**src/rtl/move_link.sv**
```systemverilog
// Two-player move link: decodes opponent bytes into mouse_position levels and
// encodes local pick/place, cursor and end-of-turn activity into a TX byte FIFO.
module move_link #(
   parameter int FIFO_DEPTH = 4
) (
   input  logic       clk,
   input  logic       rst,
   input  logic       frame_tick,
   input  logic       local_claim,
   input  logic       pick_place,
   input  logic [5:0] mouse_position,
   input  logic       next_turn,
   input  logic [7:0] rx_data,
   input  logic       rx_valid,
   output logic [7:0] tx_data,
   output logic       tx_valid,
   input  logic       tx_ready,
   output logic       oponent_pick,
   output logic [5:0] oponent_position,
   output logic       begin_turn,
   output logic       set_player,
   output logic       own_turn,
   output logic       link_err
);

   localparam int PW = (FIFO_DEPTH > 1) ? $clog2(FIFO_DEPTH) : 1;
   localparam logic [PW:0] DEPTH_CNT = (PW+1)'(FIFO_DEPTH);

   localparam logic [1:0] OP_HELLO = 2'b00;
   localparam logic [1:0] OP_PICK  = 2'b01;
   localparam logic [1:0] OP_DROP  = 2'b10;
   localparam logic [1:0] OP_END   = 2'b11;

   logic [7:0]    mem [FIFO_DEPTH];
   logic [PW-1:0] wr_ptr, rd_ptr;
   logic [PW:0]   count;

   logic       claimed;
   logic       pending_hello, pending_state, pending_end;
   logic       pick_q;
   logic [5:0] pos_q;
   logic       next_turn_q;

   logic [1:0] rx_op;
   logic       rx_hello, rx_move, rx_end;
   logic       claim_now, changed, end_rise;
   logic       full, pop, push, push_req, drop;
   logic       wr_hello, wr_state, wr_end;
   logic [7:0] push_byte;

   assign rx_op     = rx_data[7:6];
   assign rx_hello  = rx_valid && (rx_op == OP_HELLO);
   assign rx_move   = rx_valid && ((rx_op == OP_PICK) || (rx_op == OP_DROP));
   assign rx_end    = rx_valid && (rx_op == OP_END);
   assign claim_now = local_claim && !claimed;
   assign changed   = {pick_place, mouse_position} != {pick_q, pos_q};
   assign end_rise  = own_turn && next_turn && !next_turn_q;

   assign tx_valid = (count != '0);
   assign tx_data  = tx_valid ? mem[rd_ptr] : 8'h00;
   assign full     = (count == DEPTH_CNT);
   assign pop      = tx_valid && tx_ready;

   // One byte per cycle; HELLO beats STATE beats END_TURN.
   always_comb begin
      push_req  = 1'b0;
      push_byte = 8'h00;
      wr_hello  = 1'b0;
      wr_state  = 1'b0;
      wr_end    = 1'b0;
      if (pending_hello) begin
         push_req  = 1'b1;
         push_byte = {OP_HELLO, 6'd0};
         wr_hello  = 1'b1;
      end else if (pending_state) begin
         push_req  = 1'b1;
         push_byte = {(pick_q ? OP_PICK : OP_DROP), pos_q};
         wr_state  = 1'b1;
      end else if (pending_end) begin
         push_req  = 1'b1;
         push_byte = {OP_END, 6'd0};
         wr_end    = 1'b1;
      end
   end

   // A full FIFO still accepts a byte when the head leaves in the same cycle.
   assign push = push_req && (!full || pop);
   assign drop = push_req && !push;

   always_ff @(posedge clk) begin
      if (push) mem[wr_ptr] <= push_byte;
   end

   always_ff @(posedge clk) begin
      if (rst) begin
         wr_ptr           <= '0;
         rd_ptr           <= '0;
         count            <= '0;
         claimed          <= 1'b0;
         pending_hello    <= 1'b0;
         pending_state    <= 1'b0;
         pending_end      <= 1'b0;
         pick_q           <= 1'b0;
         pos_q            <= 6'd0;
         next_turn_q      <= 1'b0;
         oponent_pick     <= 1'b0;
         oponent_position <= 6'd0;
         begin_turn       <= 1'b0;
         set_player       <= 1'b0;
         own_turn         <= 1'b0;
         link_err         <= 1'b0;
      end else begin
         next_turn_q <= next_turn;

         // Copies always track; only our own moves are announced.
         if (changed) begin
            pick_q <= pick_place;
            pos_q  <= mouse_position;
         end

         pending_hello <= (pending_hello && !wr_hello) || claim_now;
         pending_state <= (pending_state && !wr_state) || (changed && own_turn);
         pending_end   <= (pending_end && !wr_end) || end_rise;

         if (claim_now || rx_hello) claimed <= 1'b1;
         if (claim_now) set_player <= 1'b1;

         if (claim_now || (rx_end && !own_turn)) own_turn <= 1'b1;
         else if (end_rise)                     own_turn <= 1'b0;

         if (rx_move && !own_turn) begin
            oponent_pick     <= (rx_op == OP_PICK);
            oponent_position <= rx_data[5:0];
         end else if (rx_end && !own_turn) begin
            oponent_pick <= 1'b0;
         end

         // Held through the frame_tick cycle so mouse_position is sure to see it.
         if (rx_end && !own_turn) begin_turn <= 1'b1;
         else if (frame_tick)     begin_turn <= 1'b0;

         if (drop || (rx_hello && (claimed || claim_now)) || ((rx_move || rx_end) && own_turn))
            link_err <= 1'b1;

         if (push) wr_ptr <= wr_ptr + 1'b1;
         if (pop)  rd_ptr <= rd_ptr + 1'b1;
         case ({push, pop})
            2'b10:   count <= count + 1'b1;
            2'b01:   count <= count - 1'b1;
            default: count <= count;
         endcase
      end
   end

endmodule

```
**config.mk**
```make
export PLATFORM = sky130hd
export DESIGN_NAME = move_link
export DESIGN_NICKNAME = d
export VERILOG_FILES = /design/src/rtl/move_link.sv
export SDC_FILE = /design/constraint.sdc
export NUM_CORES = 1
export LEC_CHECK = 0
export BUFFER_PORTS_ARGS = -buffer_cell sky130_fd_sc_hd__buf_2
export CORE_MARGIN = 8
export CORE_UTILIZATION = 30
export DETAILED_ROUTE_END_ITERATION = 8
export PLACE_DENSITY = 0.46
export SLEW_MARGIN = 20
export SYNTH_ARGS = -nofsm -noshare
export SYNTH_HDL_FRONTEND = slang
export SYNTH_SLANG_ARGS = --single-unit
```
**constraint.sdc**
```tcl
create_clock -name clk -period 2.3 [get_ports clk]
set_clock_uncertainty 0.15 [all_clocks]
set_input_delay 0.115 -clock clk [delete_from_list [all_inputs] [get_ports clk]]
set_output_delay 0.115 -clock clk [all_outputs]
set_load 0.01 [all_outputs]
```
Word-level counts from Yosys, hierarchy flattened
Memories as Yosys holds them, arrays and structs flattened. A register that Yosys moved wholly into a read port is not among the register bits.
Cells that the tools add are included.
{"block": "word_totals", "register_bits": 30, "latchBits": 0, "in_bits": 22, "ram_bits": 32, "output_inout_bits": 20, "mem_count": 1, "wordCells": 94, "rom_bits": 0}
{"block": "op_classes", "addsub": 4, "eq_ne": 7, "shifts": 0, "bitwise_logic": 0, "muxes": 24, "magnitude_cmp": 0, "multipliers": 0, "div": 0, "n_reduce_logical": 42}
{"name": "mem", "depth": 4, "word_bits": 8, "read_ports": 1, "rd_clocked_by_memory_dff": 1, "wr": 1, "line_no": "34", "rtl": "logic [7:0] mem [FIFO_DEPTH];"}
{"cell": "two-way mux 8 bit", "n": 4}
{"cell": "logical AND 1 bit", "n": 17}
{"cell": "two-way mux 1 bit", "n": 16}
{"cell": "logical OR 1 bit", "n": 11}
{"cell": "zero test 1 bit", "n": 8}
{"cell": "nonzero test 2 bit", "n": 4}
{"cell": "!= test 7 bit", "n": 1}
{"cell": "== test 2 bit (second input constant)", "n": 3}
{"cell": "two-way mux 2 bit", "n": 3}
{"cell": "case mux 3 bit (2 select lines)", "n": 1}
{"cell": "adder 2 x 1 -> 2 bit (second input constant)", "n": 2}
{"cell": "== test 2 x 1 -> 1 bit (second input constant)", "n": 2}
{"cell": "adder 3 x 1 -> 3 bit (second input constant)", "n": 1}
{"cell": "== test 3 bit (second input constant)", "n": 1}
{"cell": "nonzero test 3 bit", "n": 1}
{"cell": "subtractor 3 x 1 -> 3 bit (second input constant)", "n": 1}
{"cell": "zero test 2 bit", "n": 1}

Logic depth before layout (Yosys ltp)
Gate-level depths: netlist of run 1.
{"block": "depth", "ltp_word": 8, "depth_mapped": 7, "mapped_depth_nobuf": 6}

Least setup slack after synthesis of run 1
No wires, ideal clock.
{"block": "synth_path", "path_type": "register to register", "startpoint": "register pending_hello", "endpoint": "register count[2]", "t_required_ns": 2.018, "setup_time_ns": 0.132, "stages_incl_launch_ff": 7, "path_buffers": 0, "arrival_time_ns": 1.787, "slack_ns": 0.231, "synth_period_minus_slack_ns": 2.069, "path_cell_list": "dfxtp_1 nor3_4 nand3_2 fa_1 or3_1 a31oi_1 a21oi_1"}
{"block": "synth_via", "elab_chain_cells": 4, "elab_cells_between_ends": 6, "cone_classes": "2 x eq/ne; 2 x mux; 2 x reduce/logical"}
{"element": "start: declaration", "line_no": "39", "rtl": "logic pending_hello, pending_state, pending_end;"}
{"element": "start signal: assignment", "line_no": "121", "rtl": "pending_hello <= (pending_hello && !wr_hello) || claim_now;"}
{"element": "two-way mux 1 bit (*)", "line_no": "71", "rtl": "if (pending_hello) begin"}
{"element": "logical AND 1 bit (*)", "line_no": "87", "rtl": "assign push = push_req && (!full || pop);"}
{"element": "== test 2 x 1 -> 1 bit / == test 2 bit (equally long branches)", "line_no": "147", "rtl": "case ({push, pop})"}
{"element": "case mux 3 bit (2 select lines) / nonzero test 2 bit (equally long branches)"}
{"element": "end signal: assignment", "line_no": "148", "rtl": "2'b10: count <= count + 1'b1;"}
{"element": "end signal: assignment", "line_no": "149", "rtl": "2'b01: count <= count - 1'b1;"}
{"element": "end signal: assignment", "line_no": "150", "rtl": "default: count <= count;"}
{"element": "end: declaration", "line_no": "36", "rtl": "logic [PW:0] count;"}
Every way passes the cells marked *; elsewhere a longest branch is shown, timed or not.
A chain may end at the register's enable or synchronous reset.

==> results.yml, run 1 <==
timing:
  max_freq_mhz: 477
  hold_viol: 0
  maxSlewViolCount: 0
  rsz0062_at_grt: "false"
  slew_headroom: 0.710
  period_share: 0.911
  setup_ws_ns: 0.205
  worst_pin_slew_ns: 0.435
  fin_tns_setup_ns: 0
  fin_crit_ns: 2.10
  setup_viol: 0
synthesis:
  netlist_area_mm2: 0.00266
  ys_types: 36
  netlist_instances: 212
  syn_area_per_cell_um2: 12.6
  ys_seq_area_frac: 0.602
  ys_seq_elements: 64
  synth_fp_nets: 242
  yosys_warnings: 0
clocking:
  clock_path_buffers: 2
  root_buffer: "clkbuf_8"
  cts_sinks: 64
  cts_buffers: 9
  htreeDepth: 3
  clkTransAtPathRegs_ns: 0.08
  ctsResizeCount: 0
  cts_tree: "yes"
  clock_latency_ns: 0.33
global_routing:
  grt_pass1_vias: 1812
  grt_antenna_before_repair: 0
  grt_overflow: 0
  grt.total_usage: 0.0943
  grt_max_degree: 27
  grt_pass1_wl_mm: 8.75
finish:
  seq_area_mm2: 0.00160
  nNetsFinal: 311
  multiInputGateArea_um2: 995
  drive_above_1_share: 0.269
  num_antenna_cells: 0
  fill_cells: 879
  area_growth_pct: 26.8
placement:
  place_congestion: 0.667
  pre_cts_ws_ns: 0.279
  io_buffers: 41
  dp_hpwl_mm: 3.74
detailed_routing:
  num_vias: 1706
  avgRoutedWirePerCell_um: 13.4
  firstDrtPassIters: 4
  final_antenna_net_count: 0
  initialDrtViolationCount: 82
  drt_wl_total_mm: 5.27
  viasPerCell: 4.33
  drc: 0
worst_setup_path:
  cp_max_fo: 5
  end_kind: "output port"
  cp_slowest_cell: "dfxtp_1"
  required_ns: 2.04
  path_delay_family: "flip-flops"
  reg2reg_setup_slack_ns: 0.27
  critical_path_buf_inv_count: 2
  startpoint_type: "register"
  cp_data_arrival_time_ns: 1.83
  path_class: "reg2out"
  cp_slowest_stage_delay_ns: 0.51
  critical_path.cell_chain: "buf_4 > mux4_2 > and2_1 > buf_2"
power_and_ir_drop:
  switching_power_uw: 929
  peakVddDrop_uv: 371
  p_int_mw: 2.13
  sw_frac_of_total: 0.304
  clkPwrFrac: 0.271
  p_seq_frac: 0.457
  p_leak_nw: 1.32
  share_comb_of_total_power: 0.272
  power.density_mw_per_mm2: 906
die:
  start_util: 0.307
  dieWidth_um: 110
  die_h_um: 110
  die_area_mm2: 0.0121
  coreArea_mm2: 0.00868
  io_pins: 42
  rows: 34
min_path:
  min_path_type: "in2reg"
flow_run:
  drv_cap: 0
status:
  status: "completed"
## per-stage QoR
step / area, um^2 / util / hold slack (ns) / power, mW / cells
after floorplan: 2660 / - / 0.0910 / 1.96 / 212
after global placement: 3020 / 0.347 / 0.204 / 2.25 / 359
after detailed placement: 3020 / 0.347 / 0.207 / 2.26 / 359
after CTS: 3380 / 0.389 / 0.0675 / 3.13 / 394
after global routing: 3380 / 0.389 / 0.0920 / 3.26 / 394
final: 3380 / 0.389 / 0.0746 / 3.06 / 394
## area by class of cell
| cell class | count | share of cell area |
|---|---|---|
| Timing Repair Buffer | 66 | 0.130 |
| Clock buffer | 9 | 0.0367 |
| Sequential cell | 64 | 0.474 |
| Clock inverter | 7 | 0.0137 |
| Multi-Input combinational cell | 131 | 0.295 |
| Tap cell | 108 | 0.0400 |
| Inverter | 9 | 0.0100 |
## worst register-to-register path, cell delays in order (launching register included)
cell	delay, ns
dfxtp_1	0.44
or3_4	0.18
nand3_2	0.08
fa_1	0.42
or3_1	0.39
a31oi_1	0.18
a21oi_1	0.08
## power by group through the flow
stage	sequential [mW]	combinational, mW	clock, mW
after floorplan	1.39	0.576	0
after global routing	1.42	0.939	0.906
final	1.40	0.832	0.828
after global placement	1.42	0.829	0
after detailed placement	1.43	0.835	0
after CTS	1.40	0.861	0.861
## worst paths after layout
path / startpoint / end / cells past startpoint
setup / recovery: register / tx_data[7] / 4
hold / removal: rx_data[6] / oponent_pick$_SDFFE_PP0P_ / 4
setup reg to reg: count[0]$_SDFFE_PP0P_ / count[2]$_SDFFE_PP0P_ / 6
hold reg to reg: set_player$_SDFFE_PP0P_ / set_player$_SDFFE_PP0P_ / 2
## flip-flops by register name (all words and copies together), names as in the netlist, named ones only
signal,count
set_player,1
pick_q,1
next_turn_q,1
pending_state,1
pending_end,1
oponent_pick,1
mem,32
oponent_position,6
count,3
link_err,1
begin_turn,1
wr_ptr,2
own_turn,1
claimed,1
rd_ptr,2
pending_hello,1
pos_q,6
## logic make-up (layout without fill, tap and decap cells)
logic type / Yosys count / in the layout / synth area share
AO/OA/AOI/OAI: 29 / 29 / 0.0649
adder cells (fa/ha/maj): 8 / 8 / 0.0404
flip-flops: 64 / 64 / 0.602
XOR/XNOR: 10 / 10 / 0.0329
multiplexers: 10 / 10 / 0.0790
AND/OR/NAND/NOR: 74 / 74 / 0.157
buffers and inverters: 17 / 91 / 0.0244
## routing by layer
metal | vias to the layer above | routed length [um] | share of wire | GRT usage
met4 | 0 | 38 | 0.0072 | 0.0371
met1 | 778 | 2460 | 0.47 | 0.109
met5 | - | 0 | 0 | 0
li1 | 885 | - | - | -
met2 | 39 | 2510 | 0.48 | 0.155
met3 | 4 | 259 | 0.049 | 0.0355
## synth_stat cells
cell type	instances	area, um^2
dfxtp_1	32	641
edfxtp_1	32	961
and2_1	18	113
a21oi_1	14	70.1
nand2_1	13	48.8
nor2_1	13	48.8
inv_1	9	33.8
nor2b_1	9	56.3
mux4_2	8	180
nand3_1	8	40.0
clkbuf_1	7	26.3
ha_1	7	87.6
o21ai_0	6	30.0
xnor2_1	5	43.8
xor2_1	5	43.8
nand2b_1	4	25.0
a31oi_1	2	12.5
mux2_4	2	30.0
a211oi_1	1	7.51
a21bo_1	1	10.0
a21o_1	1	7.51
a221oi_1	1	8.76
a32oi_1	1	8.76
buf_2	1	5.00
fa_1	1	20.0
nand3_2	1	10.0
nand3b_1	1	7.51
nand4_1	1	6.26
nor2_2	1	6.26
nor3_4	1	16.3
nor4_1	1	6.26
nor4b_2	1	15.0
o2111ai_1	1	8.76
o41ai_1	1	8.76
or3_1	1	6.26
or3_4	1	11.3
## repair_timing
item | 4_1_cts | 5_1_grt
hold buffers | 19 | 0
hold endpoints to repair | 25 | 0
setup buffers | 0 | 0
## cell usage in the layout (no fill, tap or decap), drive strengths merged, types with 4 or more instances in the layout
cell / Yosys / layout
nand3: 9 / 9
inv: 9 / 10
dlygate4sd3: 0 / 19
nor2b: 9 / 9
clkinv: 0 / 4
dfxtp: 32 / 32
xor2: 5 / 5
clkbuf: 7 / 9
buf: 1 / 47
xnor2: 5 / 5
a21oi: 14 / 14
mux4: 8 / 8
o21ai: 6 / 6
edfxtp: 32 / 32
nand2: 13 / 13
nand2b: 4 / 4
ha: 7 / 7
and2: 18 / 18
nor2: 14 / 14
Power figures use the tool's default switching activity.
==> inputs of run 2 (changes only) <==
--- a/config.mk
+++ b/config.mk
@@ -10,6 +10,7 @@
 export CORE_UTILIZATION = 30
 export DETAILED_ROUTE_END_ITERATION = 8
 export PLACE_DENSITY = 0.46
+export RECOVER_POWER = 100
 export SLEW_MARGIN = 20
 export SYNTH_ARGS = -nofsm -noshare
 export SYNTH_HDL_FRONTEND = slang
==> results.yml, run 2 (synthesis results as in run 1) <==
power_and_ir_drop:
  p_int_mw: 2.06
  power.total_mw: 2.98
  p_seq_frac: 0.469
  sw_frac_of_total: 0.310
  share_comb_of_total_power: 0.254
  switching_power_uw: 922
  clkPwrFrac: 0.277
  peakVddDrop_uv: 369
  p_leak_nw: 1.23
  power.density_mw_per_mm2: 896
min_path:
  min_from: "tx_ready"
  hold_end: "rd_ptr[0]$_SDFFE_PP0P_"
  min_path_type: "in2reg"
  worstHoldPathCells: 4
timing:
  worst_pin_slew_ns: 1.22
  rsz0062_at_grt: "false"
  slew_headroom: 0.185
  maxSlewViolCount: 0
  fin_tns_setup_ns: 0
  hold_viol: 0
  worst_hold_slack_ns: 0.0708
  max_freq_mhz: 476
  fin_crit_ns: 2.10
  period_share: 0.914
  setup_viol: 0
detailed_routing:
  final_antenna_net_count: 0
  drc: 0
  initialDrtViolationCount: 72
  firstDrtPassIters: 4
  drt_wl_total_mm: 5.24
  avgRoutedWirePerCell_um: 13.3
  num_vias: 1705
  viasPerCell: 4.33
worst_setup_path:
  path_class: "reg2reg"
  end_kind: "register"
  reg2reg_setup_slack_ns: 0.20
  cp_max_fo: 6
  cp_data_arrival_time_ns: 2.12
  ff2ff_path_depth: 6
  startpoint_type: "register"
  timing.rr.end: "count[2]$_SDFFE_PP0P_"
  rr_startpoint: "count[0]$_SDFFE_PP0P_"
  required_ns: 2.32
global_routing:
  grt_overflow: 0
  grt_max_degree: 27
  grt_pass1_vias: 1812
  grt_pass1_wl_mm: 8.75
  grt.total_usage: 0.0943
  grt_antenna_before_repair: 0
finish:
  area_growth_pct: 25.0
  top_register: "mem"
  mostFrequentLayoutCells: "dfxtp_1, edfxtp_1, buf_2"
  postLayoutCoreUtil: 0.383
  num_antenna_cells: 0
  fill_cells: 893
  largest_register_ffs: 32
  drive_above_1_share: 0.185
  reg_top3: "mem x32, oponent_position x6, pos_q x6"
  nNetsFinal: 311
clocking:
  htreeDepth: 3
  clock_latency_ns: 0.33
  post-cts-setup-buffers: 0
  cts_buffers: 9
  cts_sinks: 64
  cts_hold_buf: 19
  cts_tree: "yes"
  clock_path_buffers: 2
  clkTransAtPathRegs_ns: 0.08
  root_buffer: "clkbuf_8"
  ctsResizeCount: 0
flow_run:
  drv_cap: 0
placement:
  io_buffers: 41
  place_congestion: 0.667
  dp_hpwl_mm: 3.74
status:
  status: "completed"
die:
  coreArea_mm2: 0.00868
  die_h_um: 110
  start_util: 0.307
  io_pins: 42
  dieWidth_um: 110
  die_area_mm2: 0.0121
  rows: 34
## run 2: metrics by stage
step | instance area [um^2] | instances | setup WS [ns]
floorplan | 2660 | 212 | 0.231
global placement | 3020 | 359 | 0.295
detailed placement | 3020 | 359 | 0.279
CTS | 3380 | 394 | 0.133
global route | 3330 | 394 | 0.0404
finish | 3330 | 394 | 0.197
## run 2: final cells by class
class / count / area, um^2 / area share
Clock buffer: 9 / 124 / 0.0372
Sequential cell: 64 / 1600 / 0.482
Inverter: 9 / 33.8 / 0.0102
Multi-Input combinational cell: 131 / 977 / 0.294
Clock inverter: 7 / 46.3 / 0.0139
Timing Repair Buffer: 66 / 408 / 0.123
Tap cell: 108 / 135 / 0.0406
## run 2: critical path: stages (launching register included)
cell and delay, ns:
dfxtp_1 0.44, or3_1 0.17, nand3_1 0.11, fa_1 0.43
or3_1 0.39, a31oi_1 0.18, a21oi_1 0.08
## run 2: power groups by stage
| stage | clock network (mW) | logic (mW) | registers (mW) |
|---|---|---|---|
| after floorplan | 0 | 0.576 | 1.39 |
| after global placement | 0 | 0.829 | 1.42 |
| after detailed placement | 0 | 0.835 | 1.43 |
| after CTS | 0.861 | 0.861 | 1.40 |
| after global routing | 0.906 | 0.867 | 1.42 |
| final | 0.826 | 0.755 | 1.40 |
## run 2: routing by layer
layer | routed length [um] | GRT usage | part of all wire | vias to the layer above
li1 | - | - | - | 884
met3 | 233 | 0.0355 | 0.044 | 4
met1 | 2460 | 0.109 | 0.47 | 778
met2 | 2510 | 0.155 | 0.48 | 39
met5 | 0 | 0 | 0 | -
met4 | 38 | 0.0371 | 0.0073 | 0
## run 2: how the worst max path moves through the flow
stage                                  start                    end  cells after the start
floorplan           pending_hello$_SDFF_PP0_  count[2]$_SDFFE_PP0P_                      6
global placement    pending_state$_SDFF_PP0_  count[2]$_SDFFE_PP0P_                      6
detailed placement  pending_state$_SDFF_PP0_  count[2]$_SDFFE_PP0P_                      6
CTS                                 register             tx_data[7]                      4
global route                        register             tx_data[0]                      4
finish                 count[0]$_SDFFE_PP0P_  count[2]$_SDFFE_PP0P_                      6
==> inputs of run 3 (changes only) <==
--- a/config.mk
+++ b/config.mk
@@ -6,10 +6,12 @@
 export NUM_CORES = 1
 export LEC_CHECK = 0
 export BUFFER_PORTS_ARGS = -buffer_cell sky130_fd_sc_hd__buf_2
+export CELL_PAD_IN_SITES_DETAIL_PLACEMENT = 0
+export CELL_PAD_IN_SITES_GLOBAL_PLACEMENT = 1
 export CORE_MARGIN = 8
 export CORE_UTILIZATION = 30
 export DETAILED_ROUTE_END_ITERATION = 8
-export PLACE_DENSITY = 0.46
+export PLACE_DENSITY = 0.54
 export RECOVER_POWER = 100
 export SLEW_MARGIN = 20
 export SYNTH_ARGS = -nofsm -noshare
==> results.yml, run 3 (synthesis results as in run 1) <==
die:
  die_h_um: 110
  dieWidth_um: 110
  io_pins: 42
  rows: 34
  die_area_mm2: 0.0121
  start_util: 0.307
  coreArea_mm2: 0.00868
worst_setup_path:
  required_ns: 2.04
  path_class: "reg2out"
  cp_max_fo: 5
  end_kind: "output port"
  startpoint_type: "register"
  cp_data_arrival_time_ns: 1.83
finish:
  largest_register_ffs: 32
  drive_above_1_share: 0.201
  nNetsFinal: 313
  reg_top3: "mem x32, oponent_position x6, pos_q x6"
  fill_cells: 889
  postLayoutCoreUtil: 0.393
  mostFrequentLayoutCells: "dfxtp_1, edfxtp_1, buf_2"
  top_register: "mem"
  num_antenna_cells: 0
  area_growth_pct: 28.1
flow_run:
  drv_cap: 0
clocking:
  ctsResizeCount: 0
  htreeDepth: 3
  root_buffer: "clkbuf_8"
  clock_path_buffers: 2
  clkTransAtPathRegs_ns: 0.08
  clock_latency_ns: 0.33
  cts_buffers: 9
  cts_sinks: 64
  cts_tree: "yes"
detailed_routing:
  dr_wl_met3_um: 277
  firstDrtPassIters: 4
  drt_wl_total_mm: 5.52
  initialDrtViolationCount: 25
  num_vias: 1734
  routed.top_layer: "met4"
  drc: 0
  wl_met1_mm: 2.57
  met2WireLength_mm: 2.59
  viasPerCell: 4.38
  final_antenna_net_count: 0
  avgRoutedWirePerCell_um: 13.9
placement:
  io_buffers: 41
  dp_hpwl_mm: 3.82
  place_congestion: 0.634
min_path:
  min_path_type: "in2reg"
global_routing:
  grt_max_degree: 27
  grt.total_usage: 0.0997
  grt_antenna_before_repair: 0
  grt_pass1_vias: 1897
  grt_pass1_wl_mm: 9.26
  grt_overflow: 0
status:
  status: "completed"
power_and_ir_drop:
  p_leak_nw: 1.28
  peakVddDrop_uv: 375
  power.density_mw_per_mm2: 964
timing:
  fin_crit_ns: 2.09
  maxSlewViolCount: 0
  max_freq_mhz: 478
  fin_tns_setup_ns: 0
  rsz0062_at_grt: "false"
  period_share: 0.909
  slew_headroom: 0.568
  worst_pin_slew_ns: 0.640
  hold_viol: 0
  setup_viol: 0
[run 3: cell count changes in the layout (fill, tap and decap cells not counted), sizes merged]
cell      previous run  this run
buf                 27        30
bufinv               0         2
clkbuf              29        28
clkinv               4         1
clkinvlp             2         1
inv                 10        12
[run 3: final timing paths]
path | startpoint | to | slack, ns | depth (start not counted)
worst max-delay path | register | tx_data[0] | 0.21 | 4
worst min-delay path | rx_data[6] | oponent_pick$_SDFFE_PP0P_ | 0.07 | 4
worst max register to register | count[0]$_SDFFE_PP0P_ | count[1]$_SDFFE_PP0P_ | 0.23 | 4
worst min register to register | set_player$_SDFFE_PP0P_ | set_player$_SDFFE_PP0P_ | 0.30 | 2
[run 3: final cells by class]
type	count	area [um^2]	share of cell area
Inverter	9	33.8	0.00991
Clock inverter	7	103	0.0301
Timing Repair Buffer	68	429	0.126
Multi-Input combinational cell	131	982	0.288
Sequential cell	64	1600	0.470
Tap cell	108	135	0.0396
Clock buffer	9	124	0.0363
[run 3: repair_timing]
item,4_1_cts,5_1_grt
hold endpoints to repair,24,0
hold buffers,19,0
setup endpoints to repair,0,1
setup buffers,0,2
[run 3: metal layers]
| metal | track usage | vias up |
|---|---|---|
| met5 | 0 | - |
| met4 | 0.0514 | 0 |
| met3 | 0.0326 | 6 |
| met2 | 0.159 | 39 |
| met1 | 0.118 | 799 |
| li1 | - | 890 |
[run 3: through the flow]
stage          power (mW)  std cells  instance area (um^2)  hold slack, ns  setup WS (ns)
2_1_floorplan        1.96        212                  2660          0.0910          0.231
3_3_place_gp         2.23        359                  3020           0.203          0.199
3_5_place_dp         2.24        359                  3020           0.215          0.158
4_1_cts              3.37        394                  3430          0.0512          0.138
5_1_grt              3.50        396                  3410           0.111         0.0256
6_report             3.29        396                  3410          0.0652          0.210
[run 3: report_power, final]
part	switching, mW	internal (mW)
combinational	0.394	0.396
clock	0.480	0.624
sequential	0.0913	1.30
[run 3: worst max-delay path, cell delays in order (launching register included)]
cell	delay (ns)
dfxtp_1	0.50
buf_4	0.22
mux4_2	0.48
and2_1	0.16
buf_2	0.13
